===== src/rtl/xc_sha3_pkg.sv =====
// Shared constants and encodings for the SHA-3 lane-offset decoder.
package xc_sha3_pkg;

  localparam int COORD_W = 5;
  localparam logic [31:0] LANE_COUNT = 32'd25;
  localparam logic [COORD_W-1:0] LANE_MOD = 5'd5;
  localparam logic [31:0] ERR_RESULT = 32'h8000_0000;

  typedef enum logic [1:0] {
    IDLE = 2'd0,
    DIV  = 2'd1,
    DONE = 2'd2
  } state_e;

  typedef enum logic [2:0] {
    FN_XY = 3'd0,
    FN_X1 = 3'd1,
    FN_X2 = 3'd2,
    FN_X4 = 3'd3,
    FN_YX = 3'd4
  } fn_e;

  // Reduces any 5-bit value modulo 5.
  function automatic logic [COORD_W-1:0] mod5(input logic [COORD_W-1:0] v);
    logic [COORD_W-1:0] t;
    t = v;
    for (int i = 0; i < 6; i++) begin
      if (t >= LANE_MOD) t = t - LANE_MOD;
    end
    return t;
  endfunction

endpackage


===== src/rtl/xc_sha3_div5.sv =====
// Iterative divide-by-5: one subtraction per cycle until the remainder drops below 5.
module xc_sha3_div5
  import xc_sha3_pkg::*;
(
  input  logic               g_clk,
  input  logic               g_rst,
  input  logic               start,
  input  logic [COORD_W-1:0] dividend,
  output logic               busy,
  output logic               done,
  output logic [COORD_W-1:0] quotient,
  output logic [COORD_W-1:0] remainder
);

  logic               busy_q, busy_d;
  logic [COORD_W-1:0] quo_q, quo_d;
  logic [COORD_W-1:0] rem_q, rem_d;

  always_comb begin
    busy_d = busy_q;
    quo_d  = quo_q;
    rem_d  = rem_q;
    if (start) begin
      busy_d = 1'b1;
      quo_d  = '0;
      rem_d  = dividend;
    end else if (busy_q) begin
      if (rem_q >= LANE_MOD) begin
        rem_d = rem_q - LANE_MOD;
        quo_d = quo_q + 5'd1;
      end else begin
        busy_d = 1'b0;
      end
    end
  end

  always_ff @(posedge g_clk) begin
    if (g_rst) begin
      busy_q <= 1'b0;
      quo_q  <= '0;
      rem_q  <= '0;
    end else begin
      busy_q <= busy_d;
      quo_q  <= quo_d;
      rem_q  <= rem_d;
    end
  end

  assign busy      = busy_q;
  assign done      = busy_q && (rem_q < LANE_MOD);
  assign quotient  = quo_q;
  assign remainder = rem_q;

endmodule


===== src/rtl/xc_sha3_dec.sv =====
// Decodes an encoded Keccak lane offset into (x, y) coordinates with one of five inverse maps.
// Define XC_SHA3_DEC_YX_EN to enable the f_yx inverse; otherwise f_yx is rejected as an error.
module xc_sha3_dec
  import xc_sha3_pkg::*;
#(
  parameter int Y_LSB = 8
) (
  input  logic        g_clk,
  input  logic        g_rst,
  input  logic        in_valid,
  output logic        in_ready,
  input  logic [31:0] rs1,
  input  logic [1:0]  shamt,
  input  logic        f_xy,
  input  logic        f_x1,
  input  logic        f_x2,
  input  logic        f_x4,
  input  logic        f_yx,
  output logic        out_valid,
  input  logic        out_ready,
  output logic [31:0] result
);

  state_e      state_q, state_d;
  fn_e         fsel_q, fsel_d;
  logic [31:0] result_q, result_d;

  logic [4:0]  sel_vec;
  logic        sel_ok, misalign, range_err, req_err;
  logic [31:0] idx, mask;
  fn_e         fn_in;

  logic               div_start, div_busy, div_done;
  logic [COORD_W-1:0] div_q, div_r, x_val, y_val;
  logic [31:0]        good_res;

  always_comb begin
    sel_vec   = {f_yx, f_x4, f_x2, f_x1, f_xy};
    mask      = (32'd1 << shamt) - 32'd1;
    misalign  = |(rs1 & mask);
    idx       = rs1 >> shamt;
    range_err = (idx >= LANE_COUNT);
    sel_ok    = $onehot(sel_vec);
`ifndef XC_SHA3_DEC_YX_EN
    sel_ok    = sel_ok & ~f_yx;
`endif
    req_err   = misalign | range_err | ~sel_ok;
    fn_in     = FN_XY;
    if (f_x1) fn_in = FN_X1;
    if (f_x2) fn_in = FN_X2;
    if (f_x4) fn_in = FN_X4;
`ifdef XC_SHA3_DEC_YX_EN
    if (f_yx) fn_in = FN_YX;
`endif
  end

  xc_sha3_div5 u_div5 (
    .g_clk     (g_clk),
    .g_rst     (g_rst),
    .start     (div_start),
    .dividend  (idx[COORD_W-1:0]),
    .busy      (div_busy),
    .done      (div_done),
    .quotient  (div_q),
    .remainder (div_r)
  );

  // Offsets are subtracted as +5-k so the intermediate never goes negative.
  always_comb begin
    x_val = div_r;
    y_val = div_q;
    case (fsel_q)
      FN_X1: x_val = mod5(div_r + LANE_MOD - 5'd1);
      FN_X2: x_val = mod5(div_r + LANE_MOD - 5'd2);
      FN_X4: x_val = mod5(div_r + LANE_MOD - 5'd4);
`ifdef XC_SHA3_DEC_YX_EN
      FN_YX: begin
        x_val = mod5(div_q + div_q + div_q + div_r);
        y_val = div_r;
      end
`endif
      default: begin
        x_val = div_r;
        y_val = div_q;
      end
    endcase
    good_res                     = '0;
    good_res[COORD_W-1:0]        = x_val;
    good_res[Y_LSB +: COORD_W]   = y_val;
  end

  always_comb begin
    state_d   = state_q;
    fsel_d    = fsel_q;
    result_d  = result_q;
    div_start = 1'b0;
    in_ready  = 1'b0;
    out_valid = 1'b0;
    case (state_q)
      IDLE: begin
        in_ready = ~div_busy;
        if (in_valid && in_ready) begin
          if (req_err) begin
            state_d  = DONE;
            result_d = ERR_RESULT;
          end else begin
            state_d   = DIV;
            fsel_d    = fn_in;
            div_start = 1'b1;
          end
        end
      end
      DIV: begin
        if (div_done) begin
          state_d  = DONE;
          result_d = good_res;
        end
      end
      DONE: begin
        out_valid = 1'b1;
        if (out_ready) state_d = IDLE;
      end
      default: state_d = IDLE;
    endcase
  end

  always_ff @(posedge g_clk) begin
    if (g_rst) begin
      state_q  <= IDLE;
      fsel_q   <= FN_XY;
      result_q <= '0;
    end else begin
      state_q  <= state_d;
      fsel_q   <= fsel_d;
      result_q <= result_d;
    end
  end

  assign result = result_q;

endmodule


===== config.mk =====
export PLATFORM = sky130hd
export DESIGN_NAME = xc_sha3_dec
export DESIGN_NICKNAME = d
export VERILOG_FILES = /design/src/rtl/xc_sha3_pkg.sv /design/src/rtl/xc_sha3_div5.sv /design/src/rtl/xc_sha3_dec.sv
export SDC_FILE = /design/constraint.sdc
export NUM_CORES = 1
export LEC_CHECK = 0
export CORE_UTILIZATION = 63
export DETAILED_ROUTE_END_ITERATION = 8
export PLACE_DENSITY_LB_ADDON = 0.1
export SYNTH_ARGS = -nofsm -noshare
export SYNTH_HDL_FRONTEND = slang
export SYNTH_HIERARCHICAL = 1
export SYNTH_SLANG_ARGS = --single-unit

===== constraint.sdc =====
create_clock -name g_clk -period 18.1 [get_ports g_clk]
set_clock_uncertainty 0.1 [all_clocks]
set_input_delay 3.62 -clock g_clk [delete_from_list [all_inputs] [get_ports g_clk]]
set_output_delay 3.62 -clock g_clk [all_outputs]
set_load 0.05 [all_outputs]

Yosys cells after proc, flatten, opt, wreduce, memory -nomap -nowiden
Index checks and enable logic that the tools add are counted.
- bitwise gates (word level): 8
- equal/unequal tests: 10
- reduce and logical (&&, ||, !) cells: 13
- muxes and demuxes: 57
- $add $sub $neg: 29
- magnitude comparators: 21
- shift-type cells: 2
- operators with widths (cell ; count):
    $mux 5 ; 36
    $sub 5x3->5 const B ; 20
    $mux 32 ; 3
    $ge 5x3->1 const B ; 19
    $pmux 32 s2 ; 1
    $and 32x32->32 ; 1
    $ge 32x5->1 const B ; 1
    $reduce_or 32->1 ; 1
    $shl 1x2->32 const A ; 1
    $shr 32x2->32 ; 1
    $sub 32x1->32 const B ; 1
    $pmux 5 s3 ; 1
    $mux 1 ; 9
    $mux 2 ; 4
    $ne 2x2->1 const B ; 4
    $eq 3x1->1 const B ; 2
    $eq 3x2->1 const B ; 2
    $mux 3 ; 2
    $pmux 2 s3 ; 1
    $reduce_and 3->1 ; 2
    $reduce_bool 2->1 ; 3
    $add 5x1->5 const B ; 1
    $add 5x3->5 const B ; 1
    $lt 5x3->1 const B ; 1
    other kinds (15) ; 22
- bits of input ports: 43
- logic and storage cells: 146
- register bits after elaboration: 48
- output and inout bits: 34

Logic depth before layout (Yosys ltp)
- depth in word-level cells: 22
- mapped depth: 47
- mapped depth without buffers: 44

By module
Netlist, hierarchy kept.
- modules (own cells, without submodules) (module ; sequential area each (um2) ; instances ; area each (um2) ; cells each):
    xc_sha3_dec ; 300.3 ; 1 ; 5380.2 ; 739
    xc_sha3_div5 ; 220.2 ; 1 ; 635.6 ; 73

Worst setup path after synthesis
No wires, ideal clock.
- path type: reg-to-reg
- start: register u_div5.rem_q[0] (netlist: u_div5/remainder[0])
- end: register result_q[1] (netlist: result[1])
- path slack: 8669 ps
- setup time: 122 ps
- arrival: 9209 ps
- stages on the path, launching flop included: 40
- cells stage by stage: dfxtp_1 > buf_2 > inv_2 > ha_1 > clkbuf_1 > inv_1 > ha_1 > or3b_4 > a21oi_2 > or4_4 > a211oi_1 > xnor2_1 > ha_1 > or4_1 > a31o_2 > xnor2_1 > inv_1 > ha_1 > [... 4 more ...] > and2_1 > ha_1 > inv_1 > a31o_2 > a21oi_1 > a31oi_1 > inv_1 > ha_1 > nand2b_1 > nand3_4 > mux2_2 > ha_1 > or3_1 > mux2i_1 > o21ba_4 > mux2i_1 > nor2b_1 > a311o_1
- cells in the longest elaborated chain, start to end: 22
- elaborated cells on any way between the ends: 80
- classes of those cells: add/sub: 22; order compare: 19; eq/ne: 1; mux: 36; reduce/logical: 2
- RTL lines (item ; line ; source):
    start, declared ; xc_sha3_div5.sv:17 ; logic [COORD_W-1:0] rem_q, rem_d;
    start signal, assigned ; xc_sha3_div5.sv:45 ; rem_q <= rem_d;
    $add 5x3->5 ; xc_sha3_dec.sv:73, xc_sha3_dec.sv:74, xc_sha3_dec.sv:75 ;
    $sub 5x3->5, or another cell as far along ; xc_sha3_dec.sv:75 ; FN_X4: x_val = mod5(div_r + LANE_MOD - 5'd4);
    $sub 5x3->5 or $ge 5x3->1 (tied branches) ; xc_sha3_pkg.sv:28 ; if (t >= LANE_MOD) t = t - LANE_MOD;
    $mux 5 ; xc_sha3_pkg.sv:28 ;
    $mux 5 ; xc_sha3_dec.sv:72 ; case (fsel_q)
    $sub 5x3->5 or $ge 5x3->1 (tied branches) ; xc_sha3_pkg.sv:28 ;
    $mux 5 ; xc_sha3_pkg.sv:28 ;
    $mux 5 ; xc_sha3_dec.sv:72 ;
    [... 6 more ...] ; n/a ;
    $sub 5x3->5 or $ge 5x3->1 (tied branches) ; xc_sha3_pkg.sv:28 ;
    $mux 5 ; xc_sha3_pkg.sv:28 ;
    $mux 5 ; xc_sha3_dec.sv:72 ;
    $sub 5x3->5 or $ge 5x3->1 (tied branches) ; xc_sha3_pkg.sv:28 ;
    $mux 5 ; xc_sha3_pkg.sv:28 ;
    $pmux 5 s3 ; xc_sha3_dec.sv:72 ;
    $mux 32 ; xc_sha3_dec.sv:114 ; if (div_done) begin
    $pmux 32 s2 ; xc_sha3_dec.sv:99 ; case (state_q)
    end signal, assigned ; xc_sha3_dec.sv:135 ; result_q <= result_d;
    end, declared ; xc_sha3_dec.sv:26 ; logic [31:0] result_q, result_d;
Parallel ways exist; a longest one is shown, timed or not. The select of a mux whose other input is x is not followed.
A chain may end at the register's enable or synchronous reset.

Worst setup path after layout
- start: register u_div5.rem_q[1] (netlist: u_div5/remainder[1])
- end: register result_q[1] (netlist: result[1])
Same word-level chain as after synthesis.

==> results.ini <==
[synth]
syn_avg_cell_area_um2=7.409
netlist.area_leader.share_pct=8.652
synthArstFlopShare_pct=0
synthFlopType=dfxtp_1
synth-seq-area-share_pct=8.652
yosys.area.top_type=dfxtp_1
synth_area_um2=6016
synth-edff-count=0
ys_warn_count=6
ys_top_cells_by_area=dfxtp_1 (8.7%), ha_1 (7.7%), nor2_1 (3.8%)
synth_seq_cells=26
synthCells=812
post_synth_num_cell_types=108

[floorplan]
io_pins=77
start_util_pct=65.10
die_area_um2=9944
rows=35
die_h_um=99.72
core_area_um2=9240
die_w_um=99.72

[routing]
drt_iter0_drc=331
vias_per_cell=6.591
vias=6459
ant_nets=0
drt_wl_total_um=15570
wl_per_cell_um=15.89
drt-pass1-iter-count=5
drcViolationCount=0

[clocking]
cts.reportedPaths.clkPinSlew_ns=0.09
tritoncts=yes
root_buffer=clkbuf_8
ctsHtreeMaxLevel=1
numCtsBuffers=3
cts_sinks=26
clk_latency_ns=0.27
clock_path_buffers=2
cts_hold_buf=0
cts_setup_buffers=0
cts_resized=0

[layout]
drive_above_1_share_pct=9.988
nets=934
fin_cells=980
area_growth_pct=10.34
fin_area_um2=6638
utilization_pct=71.83
diodes=0

[critical_path]
crit_type=reg -> reg
max_stage_delay_ns=0.64
cpMostUsedCell=ha_1
cp-start-kind=flop
crit_slowest_cell=ha_1
critPathCaptureType=flop
crit_fanout=15
cp.required_ns=18.16
critical_path_arrival_ns=10.66

[timing]
setup_slack_ns=7.501
drv_slew=0
fmax_mhz=94.35
slew_headroom_pct=22.79
setup_viol=0
holdWs_ns=0.3794
tightest_slew_ns=1.146
finalCritPeriodShare_pct=58.56
rsz0062_at_grt=false
period_needed_ns=10.60
hold_violations=0
setup-tns-final_ns=0

[power]
ir_worst_vdd_v=0.00003309
leakage_nw=2.643
finalPower_mw=0.1448
power_density_nw_per_um2=21.81

[run]
cap_violations=0

[placement]
gp_congestion=0.9149
dp_cells=976
place_area_um2=6566
dpl_worst_slack_ns=7.739
dp_hpwl_um=12170
port-buffer-count=55

[grt]
grt-ovfl-total=0
first_global_vias=5826
grt_pass1_wl_um=26210
antenna_found_initial=0
track_usage_pct=30.91
grt_max_degree=30

[run_status]
outcome=completed

[hold_path]
worst_hold_path_type=reg -> reg

[cells in the final DEF, fill, tap and decap left out, types with 5 or more instances in the layout]
cell | Yosys | final
nor2_1 | 61 | 61
nand2_1 | 55 | 55
clkdlybuf4s50_1 | 0 | 55
inv_1 | 51 | 51
o21ai_0 | 43 | 43
a21oi_1 | 39 | 39
ha_1 | 37 | 37
nand3_1 | 33 | 33
dfxtp_1 | 26 | 26
nor3_1 | 25 | 25
xnor2_1 | 21 | 21
conb_1 | 1 | 21
nor2b_1 | 20 | 20
mux2i_1 | 19 | 19
nand2b_1 | 18 | 18
or3_1 | 17 | 17
a211oi_1 | 13 | 13
nand4_1 | 12 | 12
o21a_1 | 12 | 12
or2_2 | 12 | 12
a21o_1 | 11 | 11
a31oi_1 | 10 | 10
o211ai_1 | 10 | 10
mux2_2 | 9 | 9
and2_1 | 9 | 9
a211o_1 | 9 | 9
nor4_1 | 8 | 8
a311oi_1 | 7 | 7
a31o_2 | 6 | 6
a311o_1 | 6 | 6
o211a_1 | 6 | 6
o22ai_1 | 6 | 6
o21ai_1 | 6 | 6
mux4_2 | 5 | 5
nand3b_1 | 5 | 5
o22a_1 | 5 | 5
o32a_1 | 5 | 5
a41oi_1 | 5 | 5
xor2_1 | 5 | 5
a2bb2oi_1 | 5 | 5
[metal layers]
metal	vias to the layer above	track usage [%]	wire length, um
li1	3148	-	-
met1	3006	39.51	6856
met2	265	55.33	7581
met3	40	2.038	805
met4	0	9.389	330
met5	-	0	0
[final cells by class]
| class | count | area [um2] |
|---|---|---|
| clock inverter | 1 | 30.03 |
| timing repair buffer | 59 | 580.6 |
| sequential | 26 | 520.5 |
| clock buffer | 3 | 41.29 |
| fill | 775 | 2603 |
| tap | 129 | 161.4 |
| multi-input combinational | 709 | 5105 |
| inverter | 53 | 198.9 |
[report_power, final]
part           total (mW)  internal, mW  switching [mW]
Clock              0.0477        0.0296          0.0181
Combinational      0.0370        0.0149          0.0221
Sequential         0.0600        0.0582         0.00180
[cell usage after synthesis, types with 6 or more instances]
cell and n:
and2_1 9, a31o_2 6, a211o_1 9, nor4_1 8, buf_4 24, a31oi_1 10
mux2_2 9, xnor2_1 21, mux2i_1 19, nand4_1 12, nand2_1 55, o21a_1 12
o211ai_1 10, a211oi_1 13, a311o_1 6, a311oi_1 7, nand3_1 33, a21o_1 11
or3_1 17, nor2_1 61, buf_2 9, nor3_1 25, o211a_1 6, o21ai_1 6
clkbuf_1 10, ha_1 37, nand2b_1 18, o21ai_0 43, or2_2 12, a21oi_1 39
dfxtp_1 26, nor2b_1 20, inv_1 51, o22ai_1 6
[state kept, by name, indices dropped and copies added, names as in the netlist]
signal,flops
u_div5/quotient,5
u_div5/remainder,5
u_div5/busy,1
result,11
fsel_q,2
state_q,2
[kinds of logic after synthesis]
logic type,after synthesis,share of synthesized area [%]
fa+ha+maj,39,8.361
mux,36,7.529
buf+inv,97,7.737
simple gates,304,27.10
compound gates,278,35.32
other cells,1,0.06234
xor+xnor,31,5.241
flops,26,8.652
[worst paths after layout]
| path | start | endpoint | slack [ns] | cells after the start |
|---|---|---|---|---|
| max | u_div5/remainder[1] | result[1] | 7.50 | 38 |
| min | result[4] | result[4] | 0.38 | 1 |
| max reg2reg | u_div5/remainder[1] | result[1] | 7.50 | 38 |
| min reg2reg | result[4] | result[4] | 0.38 | 1 |
[critical path, delay by kind of cell, from the launching register on]
kind,cells,cell delay (ns)
simple gates,11,3.14
compound gates,9,2.32
fa+ha+maj,7,2.20
xor+xnor,3,0.93
buf+inv,6,0.89
flops,1,0.63
mux,2,0.25
(Power assumes the default switching activity.)
==> RTL edit 1, RTL diff (config.mk and constraints unchanged) <==
`result_q` no longer has a reset.
--- a/src/rtl/xc_sha3_dec.sv
+++ b/src/rtl/xc_sha3_dec.sv
@@ -129,10 +129,12 @@
       state_q  <= IDLE;
       fsel_q   <= FN_XY;
-      result_q <= '0;
     end else begin
       state_q  <= state_d;
       fsel_q   <= fsel_d;
-      result_q <= result_d;
     end
+  end
+
+  always_ff @(posedge g_clk) begin
+    result_q <= result_d;
   end
 
Formal check against the unedited RTL: not equivalent (Yosys sat finds a counterexample within 4 cycles, from zero or initial values and one cycle with g_rst high).
==> RTL edit 1 against the unedited design <==
Sequential cell count unchanged. Setup slack improved by 0.21 ns. Critical path type unchanged. Worst hold slack better by 0.021 ns. Critical path depth shrank 3. Final area increased by 3.5%. Largest power group unchanged. Power rose by 4.6%. Cell count up 0.61%. Synthesized area increased by 5.5%. Largest cell class unchanged. Routed wire length increased by 9.2%. Sequential power increased by 7.7%.
==> RTL edit 1: results (changes against the unedited design) <==
Drt
  • DRT iter0 DRCs: 497 (+50%)
  • Met1 Wirelength: 7.44 mm (+8.5%)
  • 1st-pass router iterations: 5 (unchanged)
  • WL met3: 961 µm (+19%)
  • Via count: 6,538 (+1.2%)
  • Final ANT Viol Nets: 0 (unchanged)
  • Metal2 WL: 8.05 mm (+6.2%)
  • Drt total wl: 17.0 mm (+9.2%)

Layout
  • Antenna Diode Count: 0 (unchanged)
  • Final net count: 936 (+0.21%)
  • Share of cells above drive strength 1: 10.9% (+0.91 points)
  • Fill count: 817 (+5.4%)
  • Max reg flops: 11 (unchanged)
  • Final Non-Filler Cells: 986 (+0.61%)

Worst setup path
  • CP Max Fanout: 30 (+15)
  • Worst path max stage delay: 0.63 ns
  • CP max-delay cell: ha_1
  • Crit-path leading delay family: compound AO/OA/AOI/OAI gates
  • Data arrival time of the worst path: 10.33 ns (-0.33 ns)
  • Register-to-Register Path Depth: 35 (-7.9%)

Place
  • Routability congestion estimate from global placement: 0.926 (+1.2%)
  • Placed insts: 982 (+0.61%)
  • Post-DP HPWL: 13.2 mm (+8.7%)
  • DP Area: 6810 µm² (+3.7%)
  • Port Buffers: 55 (unchanged)

Clock network
  • CTS HTree Levels: 1 (unchanged)
  • Insertion delay to the later sink of the worst-skew pair: 0.29 ns (+0.02 ns)
  • Clock root cell: clkbuf_8
  • Hold_buf cts: 0 (unchanged)
  • Clock slew at reported path FFs: 0.10 ns
  • Bufs on Longest Clock Path: 2 (unchanged)

Global route
  • M1 GR Usage: 41.3% (+1.8 points)
  • GR met3 Demand/Resource: 3.90% (+1.9 points)
  • Global-route wire length before repair: 27.9 mm (+6.4%)
  • Global-route usage over all layers: 32.9% (+2.0 points)
  • Vias in the first global route: 6,111 (+4.9%)
  • Number of antenna violations at the first check in global routing: 0 (unchanged)
  • Global-route met2 utilization: 56.5% (+1.1 points)
  • Maximum number of pins on one net before global-route repair: 31 (+3.3%)

Yosys
  • Synth Area in XOR/XNOR: 5.84% (+0.60 points)
  • Register area share after synthesis: 9.94% (+1.3 points)
  • Syn_area_per_cell: 7.67 µm² (+3.6%)
  • Top post-synthesis cells by area: ha_1 (7.3%), edfxtp_1 (5.2%), dfxtp_1 (4.7%), o21ai_0 (3.5%), inv_1 (3.4%)
  • Syn. warnings: 6 (unchanged)
  • Unique cell type count in the Yosys netlist: 121 (+12%)
  • Most frequent cells after synthesis: inv_1 (58), nor2_1 (55), nand2_1 (50)
  • Ys flop type: dfxtp_1
  • Mux share of post-synthesis cell area: 6.76% (-0.77 points)
  • Adder-cell share of the synthesized area: 7.93% (-0.43 points)
  • EDFF count, synth: 11 (+11)
  • Synth Area in Compound Gates: 34.3% (-1.0 points)

Pwr
  • Worst vdd ir: 0.0236 mV (-29%)
  • Switching pwr: 48.1 µW (+14%)
  • Pleak: 2.83 nW (+7.1%)
  • Power density cells: 22.0 nW/µm² (+0.99%)
  • Clock power share: 30.1% (-2.9 points)
  • P_comb: 41.2 µW (+11%)

Outcome
  • Status: complete, no violations

Worst hold path
  • Hold-critical path depth: 2 (+1)

Timing
  • Worst rel slew slack: 19.5% (-3.3 points)
==> RTL edit 1: cell types whose count changed in the layout (fill, tap and decap cells not counted), moves of 6 or more <==
cell and change:
edfxtp_1 +11, nand3_1 -11, inv_1 +7, nor3_1 +7, o22ai_1 +6, nand2b_1 -6
a22oi_1 +6, nor2_1 -6, dfxtp_1 -11, nor2b_1 -7
==> RTL edit 1: worst paths after layout <==
kind                                    startpoint                               to  slack [ns]
hold / removal     u_div5/quotient[3]$_SDFFE_PP0P_  u_div5/quotient[3]$_SDFFE_PP0P_        0.40
hold reg to reg    u_div5/quotient[3]$_SDFFE_PP0P_  u_div5/quotient[3]$_SDFFE_PP0P_        0.40
setup / recovery  u_div5/remainder[0]$_SDFFE_PP0P_          result[0]$_SDFFCE_PP0P_        7.71
setup reg to reg  u_div5/remainder[0]$_SDFFE_PP0P_          result[0]$_SDFFCE_PP0P_        7.71
==> RTL edit 1: metrics by stage <==
stage | setup WS, ns | hold slack, ns
after floorplan | 9.33 | 0.356
after global placement | 8.33 | 0.378
after detailed placement | 7.99 | 0.394
after CTS | 7.95 | 0.409
after global routing | 7.13 | 0.439
final | 7.71 | 0.400
==> RTL edit 1: layout make-up <==
type / count / area (µm²) / area share (%)
clock buffer: 4 / 66.3 / 0.965
inverter: 62 / 235 / 3.42
multi-input combinational: 703 / 5200 / 75.7
sequential: 26 / 631 / 9.18
tap: 133 / 166 / 2.42
timing repair buffer: 58 / 573 / 8.34
==> RTL edit 1: cell families after synthesis <==
family	after synthesis
fa+ha+maj	39
buf+inv	118
flops	26
compound gates	284
mux	34
xor+xnor	30
simple gates	295
other cells	1
==> RTL edit 1: tightest hold or removal path, delay by kind of cell (launching register included) <==
kind	cells	cell delay [ns]
multiplexers	1	0.06
AND/OR/NAND/NOR	1	0.06
flip-flops	1	0.34
==> RTL edit 2, RTL diff (config.mk and constraints unchanged) <==
Made on the original files. Add a define of `XC_SHA3_DEC_YX_EN`.
--- a/src/rtl/xc_sha3_dec.sv
+++ b/src/rtl/xc_sha3_dec.sv
@@ -1,4 +1,6 @@
 // Decodes an encoded Keccak lane offset into (x, y) coordinates with one of five inverse maps.
 // Define XC_SHA3_DEC_YX_EN to enable the f_yx inverse; otherwise f_yx is rejected as an error.
+`define XC_SHA3_DEC_YX_EN
+
 module xc_sha3_dec
   import xc_sha3_pkg::*;
Formal check against the unedited RTL: not equivalent (Yosys sat finds a counterexample within 4 cycles, from zero or initial values and one cycle with g_rst high).
==> RTL edit 2 against the unedited design <==
Routed wire length rose by 30%. Power rose by 47%. Synthesized area rose by 30%. First-iteration DRC count rose by 140%. Final area rose by 27%. Sequential cell count rose by 1. Setup slack improved by 0.26 ns. Critical endpoint is now result[0]$_SDFFE_PP0P_. Largest power group is now combinational logic. Highest routed layer unchanged.
==> RTL edit 2: results (changes against the unedited design) <==
Layout
  • Utilization after layout: 69.8% (-2.1 points)
  • Share of cells above drive strength 1: 8.48% (-1.5 points)
  • Final Non-Filler Cells: 1,265 (+29%)
  • Final net count: 1,193 (+28%)

Place
  • Post-DP HPWL: 15.9 mm (+31%)
  • DP Area: 8330 µm² (+27%)
  • Routability congestion estimate from global placement: 0.905 (-1.1%)
  • Placement Setup Slack: 7.97 ns (+0.232 ns)

Global route
  • Global-route wire length before repair: 33.5 mm (+28%)
  • Maximum number of pins on one net before global-route repair: 38 (+27%)
  • GR met3 Demand/Resource: 1.45% (-0.59 points)
  • Global-route usage over all layers: 30.6% (-0.28 points)
  • M1 GR Usage: 44.2% (+4.7 points)
  • Global-route met2 utilization: 51.1% (-4.2 points)
  • Vias in the first global route: 7,253 (+24%)

Yosys
  • Unique cell type count in the Yosys netlist: 112 (+3.7%)
  • Most frequent cells after synthesis: nand2_1 (95), nor2_1 (83), a21oi_1 (64)
  • Adder-cell share of the synthesized area: 9.04% (+0.68 points)
  • Register area share after synthesis: 6.93% (-1.7 points)
  • Cell count after synthesis: 1,074 (+32%)
  • Mux share of post-synthesis cell area: 6.81% (-0.71 points)
  • Top post-synthesis cells by area: ha_1 (7.4%), dfxtp_1 (6.9%), nand2_1 (4.6%), a21oi_1 (4.1%), nor2_1 (4.0%)

Pwr
  • Internal: 131 µW (+28%)
  • Clock power share: 24.0% (-9.0 points)
  • Pleak: 3.28 nW (+24%)
  • Seq power: 62.2 µW (+3.7%)

Worst hold path
  • HP Start: result[12]$_SDFFE_PP0P_

Worst setup path
  • Reg2reg end: result[0]$_SDFFE_PP0P_
  • Data arrival time of the worst path: 10.38 ns (-0.28 ns)
  • Register-to-Register Path Depth: 42 (+11%)
  • CP Max Fanout: 36 (+21)

Outcome
  • Status: complete, no violations

Timing
  • Tcrit/Tclk final: 57.1% (-1.4 points)
  • Worst rel slew slack: 35.2% (+12 points)

Drt
  • DRT iter0 DRCs: 789 (+140%)
  • Drt total wl: 20.2 mm (+30%)
  • Via count: 8,381 (+30%)

Clock network
  • Clock slew at reported path FFs: 0.07 ns (-0.02 ns)
==> RTL edit 2: cell count changes after synthesis, sizes merged, moves of 10 or more <==
cell	before	now
nor2	61	83
nand2	57	95
nand3	34	46
a21oi	44	67
o21ai	49	65
nor4	8	18
o31ai	3	13
xnor2	25	36
clkbuf	10	22
==> RTL edit 2: final cells by class <==
class                   instances  area share, %
repair buffers                 60           6.99
flip-flops and latches         27           6.42
clock inverters                 1         0.0595
well taps                     168           2.50
inverters                      53           2.36
multi-input cells             953           80.8
clock buffers                   3          0.892
==> RTL edit 2: worst max-delay path: cells and delay by family (launching register included) <==
kind                     cells  cell delay (ns)
adder cells (fa/ha/maj)      7             2.39
AO/OA/AOI/OAI                9             1.99
AND/OR/NAND/NOR             13             2.24
XOR/XNOR                     5             1.45
flip-flops                   1             0.32
buffers and inverters        8             1.69
==> RTL edit 2: metal layers <==
layer,vias up,wire length [µm]
met2,335,9180
met3,24,1150
met5,-,0
met1,3908,9700
met4,0,180
li1,4114,-
